File: src/rtl/md_sequencer.sv
// md_sequencer: multi-cycle HI/LO multiply/divide sequencer.
// Runs one bit per cycle: shift-add multiply and restoring divide, ITER iterations.
// The done pulse appears 34 edges after the edge that sampled start.
// Ports:
//   i_clk, i_rst        clock, synchronous active-high reset
//   i_start, i_cancel   request a new operation / abort the in-flight one
//   i_op                00 MULTU, 01 MULT, 10 DIVU, 11 DIV
//   i_src_a, i_src_b    multiplicand/dividend, multiplier/divisor
//   o_busy, o_stall     state != IDLE / combinational pipeline hold
//   o_done              one-cycle pulse, o_hi/o_lo valid
//   o_hi, o_lo          product high/low, or remainder/quotient
module md_sequencer #(
    parameter int unsigned WIDTH = 32,
    parameter int unsigned ITER  = 32
) (
    input  logic             i_clk,
    input  logic             i_rst,
    input  logic             i_start,
    input  logic             i_cancel,
    input  logic [1:0]       i_op,
    input  logic [WIDTH-1:0] i_src_a,
    input  logic [WIDTH-1:0] i_src_b,
    output logic             o_busy,
    output logic             o_stall,
    output logic             o_done,
    output logic [WIDTH-1:0] o_hi,
    output logic [WIDTH-1:0] o_lo
);

    localparam int unsigned CntW = (ITER > 1) ? $clog2(ITER) : 1;
    localparam logic [CntW-1:0] LastCnt = CntW'(ITER - 1);

    typedef enum logic [2:0] {StIdle, StPrep, StCalc, StFix, StDone} state_e;

    state_e r_state, w_state_next;

    logic [1:0]         r_op;
    logic [WIDTH-1:0]   r_a, r_b;
    logic [WIDTH-1:0]   r_mag_a, r_mag_b;
    logic               r_neg_res, r_neg_rem;
    logic [CntW-1:0]    r_cnt;
    logic [2*WIDTH-1:0] r_acc;
    logic [WIDTH-1:0]   r_rem;
    logic [WIDTH-1:0]   r_quo;
    logic [WIDTH-1:0]   r_hi, r_lo;

    logic               w_idle_or_done, w_accept;
    logic [WIDTH-1:0]   w_mag_a, w_mag_b;
    logic [2*WIDTH-1:0] w_addend, w_prod;
    logic [WIDTH:0]     w_rem_shift, w_trial;
    logic [WIDTH-1:0]   w_quo_fix, w_rem_fix, w_hi, w_lo;

    assign w_idle_or_done = (r_state == StIdle) || (r_state == StDone);
    // cancel alongside start means the pipeline is flushing the requesting instruction
    assign w_accept = i_start && !i_cancel && w_idle_or_done;

    assign o_busy  = (r_state != StIdle);
    assign o_done  = (r_state == StDone);
    assign o_stall = (i_start && w_idle_or_done) ||
                     (r_state == StPrep) || (r_state == StCalc) || (r_state == StFix);
    assign o_hi    = r_hi;
    assign o_lo    = r_lo;

    // abs(most negative) wraps to itself and is then read as an unsigned magnitude
    assign w_mag_a = (r_op[0] && r_a[WIDTH-1]) ? -r_a : r_a;
    assign w_mag_b = (r_op[0] && r_b[WIDTH-1]) ? -r_b : r_b;

    assign w_addend = {{WIDTH{1'b0}}, r_mag_a} << r_cnt;

    // r_quo starts as the dividend; its MSB feeds the remainder while quotient bits shift in.
    // The kept remainder is always below the divisor, so WIDTH bits of storage suffice and
    // only the trial subtract needs the extra bit.
    assign w_rem_shift = {r_rem, r_quo[WIDTH-1]};
    assign w_trial     = w_rem_shift - {1'b0, r_mag_b};

    assign w_prod    = r_neg_res ? -r_acc : r_acc;
    assign w_quo_fix = r_neg_res ? -r_quo : r_quo;
    assign w_rem_fix = r_neg_rem ? -r_rem : r_rem;

    always_comb begin
        w_hi = w_prod[2*WIDTH-1:WIDTH];
        w_lo = w_prod[WIDTH-1:0];
        if (r_op[1]) begin
            if (r_b == '0) begin
                // divide by zero: fixed result, sign fixup suppressed
                w_hi = r_a;
                w_lo = '1;
            end else begin
                w_hi = w_rem_fix;
                w_lo = w_quo_fix;
            end
        end
    end

    always_comb begin
        w_state_next = r_state;
        unique case (r_state)
            StIdle:  if (w_accept) w_state_next = StPrep;
            StPrep:  w_state_next = i_cancel ? StIdle : StCalc;
            StCalc: begin
                if (i_cancel)              w_state_next = StIdle;
                else if (r_cnt == LastCnt) w_state_next = StFix;
            end
            StFix:   w_state_next = i_cancel ? StIdle : StDone;
            StDone:  w_state_next = w_accept ? StPrep : StIdle;
            default: w_state_next = StIdle;
        endcase
    end

    always_ff @(posedge i_clk) begin
        if (i_rst) r_state <= StIdle;
        else       r_state <= w_state_next;
    end

    always_ff @(posedge i_clk) begin
        if (i_rst) begin
            r_op      <= '0;
            r_a       <= '0;
            r_b       <= '0;
            r_mag_a   <= '0;
            r_mag_b   <= '0;
            r_neg_res <= 1'b0;
            r_neg_rem <= 1'b0;
            r_cnt     <= '0;
            r_acc     <= '0;
            r_rem     <= '0;
            r_quo     <= '0;
            r_hi      <= '0;
            r_lo      <= '0;
        end else begin
            if (w_accept) begin
                r_op <= i_op;
                r_a  <= i_src_a;
                r_b  <= i_src_b;
            end
            unique case (r_state)
                StPrep: begin
                    r_mag_a   <= w_mag_a;
                    r_mag_b   <= w_mag_b;
                    r_neg_res <= r_op[0] && (r_a[WIDTH-1] ^ r_b[WIDTH-1]);
                    r_neg_rem <= r_op[0] && r_a[WIDTH-1];
                    r_cnt     <= '0;
                    r_acc     <= '0;
                    r_rem     <= '0;
                    r_quo     <= w_mag_a;
                end
                StCalc: begin
                    r_cnt <= r_cnt + 1'b1;
                    if (!r_op[1]) begin
                        if (r_mag_b[r_cnt]) r_acc <= r_acc + w_addend;
                    end else if (!w_trial[WIDTH]) begin
                        r_rem <= w_trial[WIDTH-1:0];
                        r_quo <= {r_quo[WIDTH-2:0], 1'b1};
                    end else begin
                        r_rem <= w_rem_shift[WIDTH-1:0];
                        r_quo <= {r_quo[WIDTH-2:0], 1'b0};
                    end
                end
                StFix: begin
                    if (!i_cancel) begin
                        r_hi <= w_hi;
                        r_lo <= w_lo;
                    end
                end
                default: ;
            endcase
        end
    end

endmodule

File: config.mk
export PLATFORM = sky130hd
export DESIGN_NAME = md_sequencer
export DESIGN_NICKNAME = d
export VERILOG_FILES = /design/src/rtl/md_sequencer.sv
export SDC_FILE = /design/constraint.sdc
export NUM_CORES = 1
export LEC_CHECK = 0
export CAP_MARGIN = 10
export CORE_MARGIN = 4
export CORE_UTILIZATION = 41
export CTS_BUF_LIST = sky130_fd_sc_hd__clkbuf_4 sky130_fd_sc_hd__clkbuf_8
export DETAILED_ROUTE_END_ITERATION = 10
export PLACE_DENSITY_LB_ADDON = 0.1
export SYNTH_ARGS = -nofsm -noshare
export SYNTH_HDL_FRONTEND = slang
export SYNTH_SLANG_ARGS = --single-unit
File: constraint.sdc
create_clock -name i_clk -period 8.65 [get_ports i_clk]
set_clock_uncertainty 0.05 [all_clocks]
set_input_delay 2.1625 -clock i_clk [delete_from_list [all_inputs] [get_ports i_clk]]
set_output_delay 2.1625 -clock i_clk [all_outputs]
set_load 0.02 [all_outputs]
==> impl.org <==
** Run status
- The run finished with clean final reports.

** Synth
- Yosys synthesis warning count :: 0
- Xor/xnor share of the synthesized area :: 9.38%
- Number of synthesized flops with an enable pin :: 0
- Summing the areas of all compound-gate instances in the mapped netlist gives 24.3% of the synthesized area.
- Syn_area_per_cell :: 7.55 um2
- Cell taking the most area after synthesis :: sky130_fd_sc_hd__dfxtp_1
- The most used flip-flop cell after synthesis is sky130_fd_sc_hd__dfxtp_1.
- Share of Yosys cell area claimed by the top area cell type :: 27.6%
- After technology mapping, the gate count stands at 3191.
- Synthesized-area fraction occupied by and/or/nand/nor cells :: 21.1%
- Synthesized flop and latch total :: 332
- By area the synthesized netlist is led by sky130_fd_sc_hd__dfxtp_1 (28%), sky130_fd_sc_hd__nand2_1 (7.2%), sky130_fd_sc_hd__a21oi_1 (7.1%).
- The number of nets in the synthesized netlist is 3365.
- Adder and majority gate portion of the synthesized area :: 5.46%
- After synthesis, the largest family of logic cells by area is compound AO/OA/AOI/OAI gates.
- Async set-or-reset flop fraction in the synthesized netlist :: 0%
- The portion of synthesized area spent on multiplexers is 7.22%.
- Sequential elements use 27.6% of the synthesized area.
- Cell area after synthesis :: 24100 um2
- Number of library cell types mapped by synthesis :: 87

** Final layout
- The final layout contains 3382 nets.
- Measured on the finished design, the core utilization comes to 47.0%.
- In the layout the commonest cells are sky130_fd_sc_hd__nand2_1 (461), sky130_fd_sc_hd__a21oi_1 (339), sky130_fd_sc_hd__nor2_1 (331).
- Area added between synthesis and finish :: 12.9%
- Most common library cell in the layout ignoring fill and taps :: sky130_fd_sc_hd__nand2_1
- Ratio of cells with drive above 1 in the final layout :: 7.78%
- Filler cells :: 5936

** Critical path
- CP arrival :: 3480 ps
- End of the worst register-to-register path :: r_acc[61]$_SDFFE_PP0P_
- The worst register-to-register path has a depth of 17.
- Nature of the critical path endpoint :: output port
- The worst setup path is of the in2out kind.
- Setup slack of the most critical reg-to-reg path :: 3060 ps
- At the worst endpoint, the required time is 6440 ps.
- R2R Path Start :: r_cnt[1]$_SDFFE_PP0P_
- Kind of start point of the critical path :: input port
- Critical Path Fanout Max :: 3

** Die
- The initialized floorplan defines 88 standard-cell rows.
- Initial cell density of the core :: 41.6%
- The die covers 62700 um2.
- In this run the horizontal extent of the chip is 250 um.
- Area of the core :: 57900 um2
- Height of the die :: 250 um
- During I/O placement, the number of pins put on the boundary was 137.

** Run
- Max Cap Violations :: 0

** Global routing
- Residual overflow from global routing :: 0
- Vias in the first global route :: 22500
- Overall routing resource usage :: 27.1%
- Pin count of the biggest net entering global routing :: 101
- The first global-routing pass estimated 135000 um of wire.
- The number of antenna violations at the first check in global routing is 1.

** Timing
- Minimum clock period :: 5690 ps
- For the pin with the worst max-slew slack, the measured transition is 1150 ps.
- Top achievable clock speed :: 0.176 GHz
- RSZ-0062 raised after global routing :: false
- The worst path meets setup with 2960 ps of slack.
- Dividing the final minimum period by the clock period gives 65.8%.
- Headroom to the max-slew limit came out at 23.3%.
- Final Hold Vio Count :: 0
- The count of final max-slew check failures is 0.
- Summed over all failing endpoints, the final setup total negative slack is 0 ps.
- Count of final setup violators :: 0

** Drt
- Total number of vias :: 23700
- Via/cell ratio :: 5.90
- Wirelength per Cell :: 21.9 um
- Number of optimization iterations in the first detailed-route pass :: 6
- The detail route stage leaves a number of antenna-violating nets equal to 0.
- Number of DRC violations after detailed-routing iteration 0 :: 1794
- In the routed design, unresolved DRC markers number 0.
- Summed over all layers, the routed wires come to 87900 um.

** Clock network
- Clock slew at the register clock pins of the worst setup and hold paths :: 50 ps
- CTS placed an instance of sky130_fd_sc_hd__clkbuf_8 at the clock tree root.
- Clock insertion delay at the later pin of the skew report :: 660 ps
- The number of gates resized after CTS was 0.
- TritonCTS created 67 clock buffers.
- The clock passes through at most 3 buffers.
- The tree built by TritonCTS fans out to 332 sinks.
- In this run the number of H-tree levels came out at 3.
- TritonCTS built the clock tree.
- Post CTS Setup Buffer Count :: 0
- Post-CTS Hold Buffers :: 0

** Pwr
- Across the VDD grid, the largest voltage drop is 0.119 mV.
- Post-layout total power :: 4.15 mW
- For this design the ratio of total power to cell area is 153 nW/um2.
- Leak pwr :: 9.94 nW

** Placement
- Detailed placement HPWL :: 67100 um
- OpenSTA, run right after detailed placement, puts the worst setup slack at 2970 ps.
- Weighted congestion reported at the end of routability-driven placement :: 0.919
- Count of buffers from port buffering :: 136

** Min path
- Number of cells on the worst hold path :: 2
- In this run the worst hold path is classified as reg2reg.
- Worst min-delay path startpoint :: o_lo[2]$_SDFFE_PP0P_
- For hold timing, the worst endpoint is o_lo[2]$_SDFFE_PP0P_.
[kinds of logic after synthesis]
logic type | count (synthesis)
and+or+nand+nor | 1130
buffers and inverters | 295
muxes | 132
xor gates and xnor gates | 258
AOI/OAI and AO/OA | 940
DFF | 332
adders and majority gates | 104
[per-layer routing]
layer	wire, um	up-vias	global-route usage (%)	share of wire, %
met5	0	-	0	0
met3	4470	198	3.60	5.1
met1	37200	11300	34.5	42
met4	4300	0	11.8	4.9
met2	42000	754	46.1	48
li1	-	11500	-	-
[final cells by class]
class	count	area [um2]	share of cell area [%]
well taps	765	957	3.52
repair buffers	162	1560	5.74
flip-flops and latches	332	6660	24.5
multi-input cells	2564	16300	60.0
inverters	81	304	1.12
clock inverters	16	178	0.653
clock buffers	96	1210	4.44
diodes	2	5.00	0.0184
[registers in the layout, summed over array words and instances, names as in the netlist, 3 cells and up]
name and cells:
o_hi 32, o_lo 32, r_a 32, r_acc 64, r_b 32, r_cnt 5
r_mag_a 32, r_mag_b 32, r_quo 32, r_rem 32, r_state 3
[metrics by stage]
step                      area (um2)  std cells  hold WS (ps)
after floorplan                24100       3191           392
after global placement         25800       3904           391
after detailed placement       25800       3904           397
after CTS                      27200       4016           404
after global routing           27200       4017           428
final                          27200       4018           401
[Yosys cell counts, types with 31 or more instances]
master                       n
sky130_fd_sc_hd__ha_1      102
sky130_fd_sc_hd__xor2_1    117
sky130_fd_sc_hd__nor2_1    332
sky130_fd_sc_hd__inv_1      79
sky130_fd_sc_hd__a21o_1     32
sky130_fd_sc_hd__a211oi_1   88
sky130_fd_sc_hd__nand3_1    40
sky130_fd_sc_hd__nand2_1   463
sky130_fd_sc_hd__nor3_1     65
sky130_fd_sc_hd__o211ai_1   34
sky130_fd_sc_hd__o31ai_1    45
sky130_fd_sc_hd__dfxtp_1   332
sky130_fd_sc_hd__a21oi_1   340
sky130_fd_sc_hd__mux4_2     31
sky130_fd_sc_hd__nand4_1    38
sky130_fd_sc_hd__xnor2_1   141
sky130_fd_sc_hd__mux2i_1    77
sky130_fd_sc_hd__o21ai_0   203
sky130_fd_sc_hd__clkbuf_1  170
[critical path: stages]
cell	delay, ps
sky130_fd_sc_hd__clkdlybuf4s50_1	520
sky130_fd_sc_hd__nand2_1	70
sky130_fd_sc_hd__o21ai_0	90
sky130_fd_sc_hd__clkdlybuf4s50_1	640
[how the worst max path moves through the flow]
stage / slack [ps] / depth (start not counted) / to / from
6_report: 2960 / 4 / o_stall / i_start
5_1_grt: 2730 / 17 / r_acc[61]$_SDFFE_PP0P_ / r_cnt[0]$_SDFFE_PP0P_
4_1_cts: 2970 / 4 / o_stall / i_start
3_3_place_gp: 2950 / 4 / o_stall / i_start
2_1_floorplan: 3710 / 17 / r_acc[60]$_SDFFE_PP0P_ / r_cnt[0]$_SDFFE_PP0P_
3_5_place_dp: 2970 / 4 / o_stall / i_start
[power by group]
group	total (mW)	switching [mW]	internal (mW)
sequential	1.68	0.0968	1.58
combinational	0.719	0.445	0.275
clock	1.75	0.763	0.988
total	4.15	1.30	2.84
Power figures use the tool's default switching activity.
